### src/rtl/kbd_pkg.sv
// Shared constants for the keyboard time-edit path: scan codes, FSM
// state encoding and field indices.
package kbd_pkg;

    // PS/2 set-2 make codes that the edit controller reacts to
    localparam logic [7:0] KEY_ENTER = 8'h5A;
    localparam logic [7:0] KEY_ESC   = 8'h76;
    localparam logic [7:0] KEY_NEXT  = 8'h7A;
    localparam logic [7:0] KEY_PREV  = 8'h69;
    localparam logic [7:0] KEY_UP    = 8'h75;
    localparam logic [7:0] KEY_DOWN  = 8'h72;

    // Prefix bytes stripped before decode
    localparam logic [7:0] PFX_EXT   = 8'hE0;
    localparam logic [7:0] PFX_BRK   = 8'hF0;

    typedef enum logic [1:0] {
        ST_IDLE  = 2'd0,
        ST_EDIT  = 2'd1,
        ST_WRITE = 2'd2
    } state_t;

    // Field pointer values
    localparam logic [1:0] FLD_H = 2'd0;
    localparam logic [1:0] FLD_M = 2'd1;
    localparam logic [1:0] FLD_S = 2'd2;

endpackage

### src/rtl/ps2_prefix_filter.sv
// Strips E0 (extended) and F0 (break) prefixes from the PS/2 byte stream
// and emits one registered key event per make code.
module ps2_prefix_filter
    import kbd_pkg::*;
(
    input  logic       clk,
    input  logic       rst,
    input  logic [7:0] scan_code,
    input  logic       got_data,
    output logic       key_valid,
    output logic [7:0] key_code
);

    logic       ext_q, ext_d;
    logic       brk_q, brk_d;
    logic       key_valid_q, key_valid_d;
    logic [7:0] key_code_q, key_code_d;

    // Classify the incoming byte and decide the next flag/key values
    always_comb begin
        // NOTE: every comb output gets a default first so no path leaves it unassigned (no latch).
        ext_d       = ext_q;
        brk_d       = brk_q;
        key_valid_d = 1'b0;
        key_code_d  = key_code_q;
        if (got_data) begin
            if (scan_code == PFX_EXT) begin
                ext_d = 1'b1;
            end else if (scan_code == PFX_BRK) begin
                brk_d = 1'b1;
            end else begin
                // Extended flag does not alter the decode; it only spans the sequence.
                ext_d       = 1'b0;
                brk_d       = 1'b0;
                key_valid_d = ~brk_q;
                key_code_d  = scan_code;
            end
        end
    end

    // Flag and key-event registers
    always_ff @(posedge clk) begin
        // NOTE: sequential state uses non-blocking assignments so all registers update together.
        if (rst) begin
            ext_q       <= 1'b0;
            brk_q       <= 1'b0;
            key_valid_q <= 1'b0;
            key_code_q  <= 8'h00;
        end else begin
            ext_q       <= ext_d;
            brk_q       <= brk_d;
            key_valid_q <= key_valid_d;
            key_code_q  <= key_code_d;
        end
    end

    assign key_valid = key_valid_q;
    assign key_code  = key_code_q;

endmodule

### src/rtl/kbd_time_edit_ctrl.sv
// Keyboard-driven time edit controller: IDLE/EDIT/WRITE FSM, field pointer,
// per-field values with wrap-around and a req/ack write to the RTC writer.
module kbd_time_edit_ctrl
    import kbd_pkg::*;
#(
    parameter int FW    = 6,
    parameter int H_MAX = 23,
    parameter int M_MAX = 59,
    parameter int S_MAX = 59
) (
    input  logic          clk,
    input  logic          rst,
    input  logic [7:0]    scan_code,
    input  logic          got_data,
    input  logic [FW-1:0] cur_h,
    input  logic [FW-1:0] cur_m,
    input  logic [FW-1:0] cur_s,
    input  logic          wr_ack,
    output logic          edit_mode,
    output logic [1:0]    field_sel,
    output logic [FW-1:0] edit_h,
    output logic [FW-1:0] edit_m,
    output logic [FW-1:0] edit_s,
    output logic          wr_req
);

    localparam logic [FW-1:0] H_LIM = FW'(H_MAX);
    localparam logic [FW-1:0] M_LIM = FW'(M_MAX);
    localparam logic [FW-1:0] S_LIM = FW'(S_MAX);

    state_t        state_q, state_d;
    logic [1:0]    field_sel_q, field_sel_d;
    logic [FW-1:0] edit_h_q, edit_h_d;
    logic [FW-1:0] edit_m_q, edit_m_d;
    logic [FW-1:0] edit_s_q, edit_s_d;

    logic          key_valid;
    logic [7:0]    key_code;

    logic [FW-1:0] sel_val;
    logic [FW-1:0] sel_lim;
    logic [FW-1:0] inc_val;
    logic [FW-1:0] dec_val;
    logic [FW-1:0] new_val;
    logic          val_wr;

    ps2_prefix_filter u_filter (
        .clk       (clk),
        .rst       (rst),
        .scan_code (scan_code),
        .got_data  (got_data),
        .key_valid (key_valid),
        .key_code  (key_code)
    );

    // Selected field value and its limit, plus wrapped inc/dec results
    always_comb begin
        sel_val = edit_h_q;
        sel_lim = H_LIM;
        case (field_sel_q)
            FLD_M:   begin sel_val = edit_m_q; sel_lim = M_LIM; end
            FLD_S:   begin sel_val = edit_s_q; sel_lim = S_LIM; end
            default: begin sel_val = edit_h_q; sel_lim = H_LIM; end
        endcase
        // Anything at or above the limit (including a corrupt snapshot) wraps to 0.
        inc_val = (sel_val >= sel_lim) ? '0 : sel_val + FW'(1);
        dec_val = (sel_val == '0) ? sel_lim : sel_val - FW'(1);
    end

    // Next-state and datapath decode for the edit FSM
    always_comb begin
        state_d     = state_q;
        field_sel_d = field_sel_q;
        edit_h_d    = edit_h_q;
        edit_m_d    = edit_m_q;
        edit_s_d    = edit_s_q;
        new_val     = sel_val;
        val_wr      = 1'b0;

        case (state_q)
            ST_IDLE: begin
                if (key_valid && key_code == KEY_ENTER) begin
                    edit_h_d    = cur_h;
                    edit_m_d    = cur_m;
                    edit_s_d    = cur_s;
                    field_sel_d = FLD_H;
                    state_d     = ST_EDIT;
                end
            end
            ST_EDIT: begin
                if (key_valid) begin
                    case (key_code)
                        KEY_NEXT:  field_sel_d = (field_sel_q == FLD_S) ? FLD_H : field_sel_q + 2'd1;
                        KEY_PREV:  field_sel_d = (field_sel_q == FLD_H) ? FLD_S : field_sel_q - 2'd1;
                        KEY_UP:    begin new_val = inc_val; val_wr = 1'b1; end
                        KEY_DOWN:  begin new_val = dec_val; val_wr = 1'b1; end
                        KEY_ESC:   state_d = ST_IDLE;
                        KEY_ENTER: state_d = ST_WRITE;
                        default:   ;
                    endcase
                end
                if (val_wr) begin
                    case (field_sel_q)
                        FLD_M:   edit_m_d = new_val;
                        FLD_S:   edit_s_d = new_val;
                        default: edit_h_d = new_val;
                    endcase
                end
            end
            ST_WRITE: begin
                // Values are frozen here; only the acknowledge moves the FSM.
                if (wr_ack) begin
                    state_d = ST_IDLE;
                end
            end
            default: state_d = ST_IDLE;
        endcase
    end

    // State, pointer and field registers
    always_ff @(posedge clk) begin
        if (rst) begin
            state_q     <= ST_IDLE;
            field_sel_q <= FLD_H;
            edit_h_q    <= '0;
            edit_m_q    <= '0;
            edit_s_q    <= '0;
        end else begin
            state_q     <= state_d;
            field_sel_q <= field_sel_d;
            edit_h_q    <= edit_h_d;
            edit_m_q    <= edit_m_d;
            edit_s_q    <= edit_s_d;
        end
    end

    assign edit_mode = (state_q != ST_IDLE);
    assign wr_req    = (state_q == ST_WRITE);
    assign field_sel = field_sel_q;
    assign edit_h    = edit_h_q;
    assign edit_m    = edit_m_q;
    assign edit_s    = edit_s_q;

endmodule

### config.mk
export PLATFORM = sky130hd
export DESIGN_NAME = kbd_time_edit_ctrl
export DESIGN_NICKNAME = d
export VERILOG_FILES = /design/src/rtl/kbd_pkg.sv /design/src/rtl/ps2_prefix_filter.sv /design/src/rtl/kbd_time_edit_ctrl.sv
export SDC_FILE = /design/constraint.sdc
export NUM_CORES = 1
export LEC_CHECK = 0
export ABC_AREA = 0
export CAP_MARGIN = 25
export CORE_MARGIN = 2
export CORE_UTILIZATION = 39
export CTS_BUF_LIST = sky130_fd_sc_hd__clkbuf_16
export CTS_CLUSTER_DIAMETER = 100
export DETAILED_ROUTE_END_ITERATION = 10
export PLACE_DENSITY = 0.65
export SYNTH_ARGS = -nofsm -noshare
export SYNTH_HDL_FRONTEND = slang
export SYNTH_SLANG_ARGS = --single-unit
### constraint.sdc
create_clock -name clk -period 4.44 [get_ports clk]
set_input_delay 0.444 -clock clk [delete_from_list [all_inputs] [get_ports clk]]
set_output_delay 0.444 -clock clk [all_outputs]
set_load 0.05 [all_outputs]
==> impl_metrics.env <==
export IMPL_status="finished clean"
export IMPL_die_w_um=77.9
export IMPL_clock_sinks=32
export IMPL_cts_tree="built"
export IMPL_grtUsageTotal=0.219
export IMPL_p_leak_nw=1.09
export IMPL_powerDensity_nw_per_um2=239
export IMPL_ant_nets=0
export IMPL_cts_hold_buf=0
export IMPL_chipHeight_um=77.9
export IMPL_finalHoldViolations=0
export IMPL_cp_common_cell="ha_1"
export IMPL_final_util=0.542
export IMPL_ios=52
export IMPL_clk_transition_reported_paths_ns=0.05
export IMPL_clock_path_buffers=2
export IMPL_gr_total_overflow=0
export IMPL_initial_core_util=0.411
export IMPL_synth_avg_cell_area_um2=7.97
export IMPL_cp_max_fo=8
export IMPL_ys_types=60
export IMPL_synth_seq_area_share=0.301
export IMPL_dp_hpwl_um=4900
export IMPL_maxCapViolCount=0
export IMPL_fin_setup_tns_ns=0
export IMPL_worst_ep_arrival_time_ns=3.50
export IMPL_ys_ff_latch=32
export IMPL_hold_slack_ns=0.423
export IMPL_rrSetupSlack_ns=1.12
export IMPL_grt_max_degree=24
export IMPL_area_growth_pct=31.7
export IMPL_ys_warn_count=0
export IMPL_numPortBuffers=51
export IMPL_wl_per_cell_um=16.8
export IMPL_num_fill_cells=486
export IMPL_dr_total_vias=2211
export IMPL_n_antenna_cell=0
export IMPL_synth_area_um2=2130
export IMPL_totalWireLength_um=6420
export IMPL_grt_pass1_vias=1985
export IMPL_antenna_found_initial=0
export IMPL_syn_inst=267
export IMPL_synthArstFlopShare=0
export IMPL_cpMaxStageDelayCell="or4b_1"
export IMPL_routabilityCongestion=0.932
export IMPL_cts_resized=0
export IMPL_drtIter0Drc=206
export IMPL_hp_class="reg -> reg"
export IMPL_drc=0
export IMPL_h_tree_depth=2
export IMPL_root_buffer="clkbuf_16"
export IMPL_synth_nets=304
export IMPL_die_area_um2=6060
export IMPL_path_cells="inv_1, ha_1, a22oi_1, a21o_1, ha_1, or3b_1, or4b_1, a21oi_1, o311ai_2, a311oi_1"
export IMPL_vdd_drop_max_v=0.000152
export IMPL_grt_pass1_wl_um=10400
export IMPL_final_setup_worst_slack_ns=1.12
export IMPL_rows=26
export IMPL_dpl_worst_slack_ns=1.19
export IMPL_max_freq_mhz=301
export IMPL_ys_flop_type="dfxtp_1"
export IMPL_dr_pass1_iters=4
export IMPL_final_area_um2=2800
export IMPL_critPathRequiredTime_ns=4.62
export IMPL_worstMarginPinSlew_ns=0.895
export IMPL_via_per_inst=5.77
export IMPL_crit_path_end_kind="flip-flop"
export IMPL_rsz0062_at_grt="no"
export IMPL_synth_top_area_frac=0.301
export IMPL_synthTopCellsByArea="dfxtp_1 30%, nand2_1 6.0%, o21bai_1 5.3%, a21oi_1 4.2%, ha_1 4.1%"
export IMPL_critPathKind="reg -> reg"
export IMPL_fin_crit_sh=0.748
export IMPL_clk_latency_ns=0.27
export IMPL_core_area_um2=5170
export IMPL_drive_above_1_share=0.0671
export IMPL_yosysTopAreaCell="dfxtp_1"
export IMPL_slew_headroom=0.399
export IMPL_setup_violations_final=0
export IMPL_finalCriticalPeriod_ns=3.32
export IMPL_finClkSkew_ns=0.00269
export IMPL_startpoint_type="flip-flop"
export IMPL_cts_setup_buffers=0
export IMPL_placedInstanceArea_um2=2670
export IMPL_numCtsBuffers=5
export IMPL_final_nets=350
export IMPL_slew_violations=0
export IMPL_synth_edf_count=0
export IMPL_worst_path_largest_cell_delay_ns=0.57
## stage by stage
stage | cells | total power, mW
after floorplan | 267 | 0.327
after global placement | 375 | 0.358
after global routing | 383 | 0.698
after CTS | 383 | 0.675
final | 383 | 0.670
after detailed placement | 376 | 0.359
## power breakdown
group | internal [mW] | leakage (nW) | switching (mW)
logic | 0.0340 | 0.763 | 0.0188
registers | 0.293 | 0.260 | 0.00774
clock network | 0.200 | 0.0648 | 0.116
total | 0.527 | 1.09 | 0.143
## critical path, delay by kind of cell, from the launching register on
family / cells / cell delay (ns)
AOI/OAI and AO/OA: 5 / 1.29
and+or+nand+nor: 2 / 0.95
adders and majority gates: 2 / 0.53
DFF: 1 / 0.37
buffers and inverters: 1 / 0.08
## placed cells by master, fill, tap and decap left out, types with 3 or more instances in the layout
cell,Yosys,routed
clkdlybuf4s50_1,0,51
nand2_1,34,34
dfxtp_1,32,32
nor2_1,18,18
a21oi_1,18,18
o21bai_1,15,15
a31oi_1,12,12
inv_1,11,11
nand3_1,7,7
nor3_1,7,7
ha_1,7,7
nand4_1,6,6
o21ai_0,5,5
clkbuf_16,0,5
a22oi_1,4,4
inv_2,4,4
a21o_1,4,4
o21ai_1,4,4
o31ai_1,4,4
a41oi_1,4,4
nor4b_1,3,3
a211oi_1,3,3
clkinv_1,1,3
a311oi_1,3,3
mux2i_1,3,3
## metal layers
metal,wire [um],GRT usage,up-vias,share of wire
li1,-,-,1095,-
met1,3110,0.335,1026,0.48
met2,2760,0.305,82,0.43
met3,471,0.0372,8,0.073
met4,82,0.0750,0,0.013
met5,0,0,-,0
## cells by family (layout without fill, tap and decap cells)
group / after synthesis / in the layout / share of synthesized area
AOI/OAI and AO/OA: 96 / 96 / 0.322
and+or+nand+nor: 95 / 95 / 0.233
DFF: 32 / 32 / 0.301
buffers and inverters: 30 / 76 / 0.0652
adders and majority gates: 7 / 7 / 0.0412
muxes: 4 / 4 / 0.0247
xor gates and xnor gates: 3 / 3 / 0.0123
## cell usage after synthesis (6+ instances only)
master and n:
a21oi_1 18, a31oi_1 12, clkbuf_1 7, dfxtp_1 32, ha_1 7, inv_1 11
nand2_1 34, nand3_1 7, nand4_1 6, nor2_1 18, nor3_1 7, o21bai_1 15
## state kept, by name, indices dropped and copies added, names as in the netlist
| signal | cells |
|---|---|
| field_sel | 2 |
| edit_s | 6 |
| u_filter.key_code | 8 |
| u_filter.brk_q | 1 |
| state_q | 2 |
| edit_m | 6 |
| u_filter.key_valid | 1 |
| edit_h | 6 |
## final cells by class
class	count	area [um^2]	area share
Clock buffer	5	125	0.0446
Clock inverter	2	7.51	0.00268
Inverter	16	60.1	0.0214
Multi-Input combinational cell	205	1350	0.481
Sequential cell	32	641	0.229
Tap cell	70	87.6	0.0312
Timing Repair Buffer	53	533	0.190
## final timing paths
kind | end | from | depth (start not counted)
worst max-delay path | edit_m[2]$_SDFFE_PP0P_ | field_sel[0]$_SDFFE_PP0P_ | 10
worst max register to register | edit_m[2]$_SDFFE_PP0P_ | field_sel[0]$_SDFFE_PP0P_ | 10
worst min register to register | u_filter.key_valid$_SDFF_PP0_ | u_filter.brk_q$_SDFFE_PP0P_ | 1
worst min-delay path | u_filter.key_valid$_SDFF_PP0_ | u_filter.brk_q$_SDFFE_PP0P_ | 1
No activity file was read; power rests on OpenSTA's default activity.
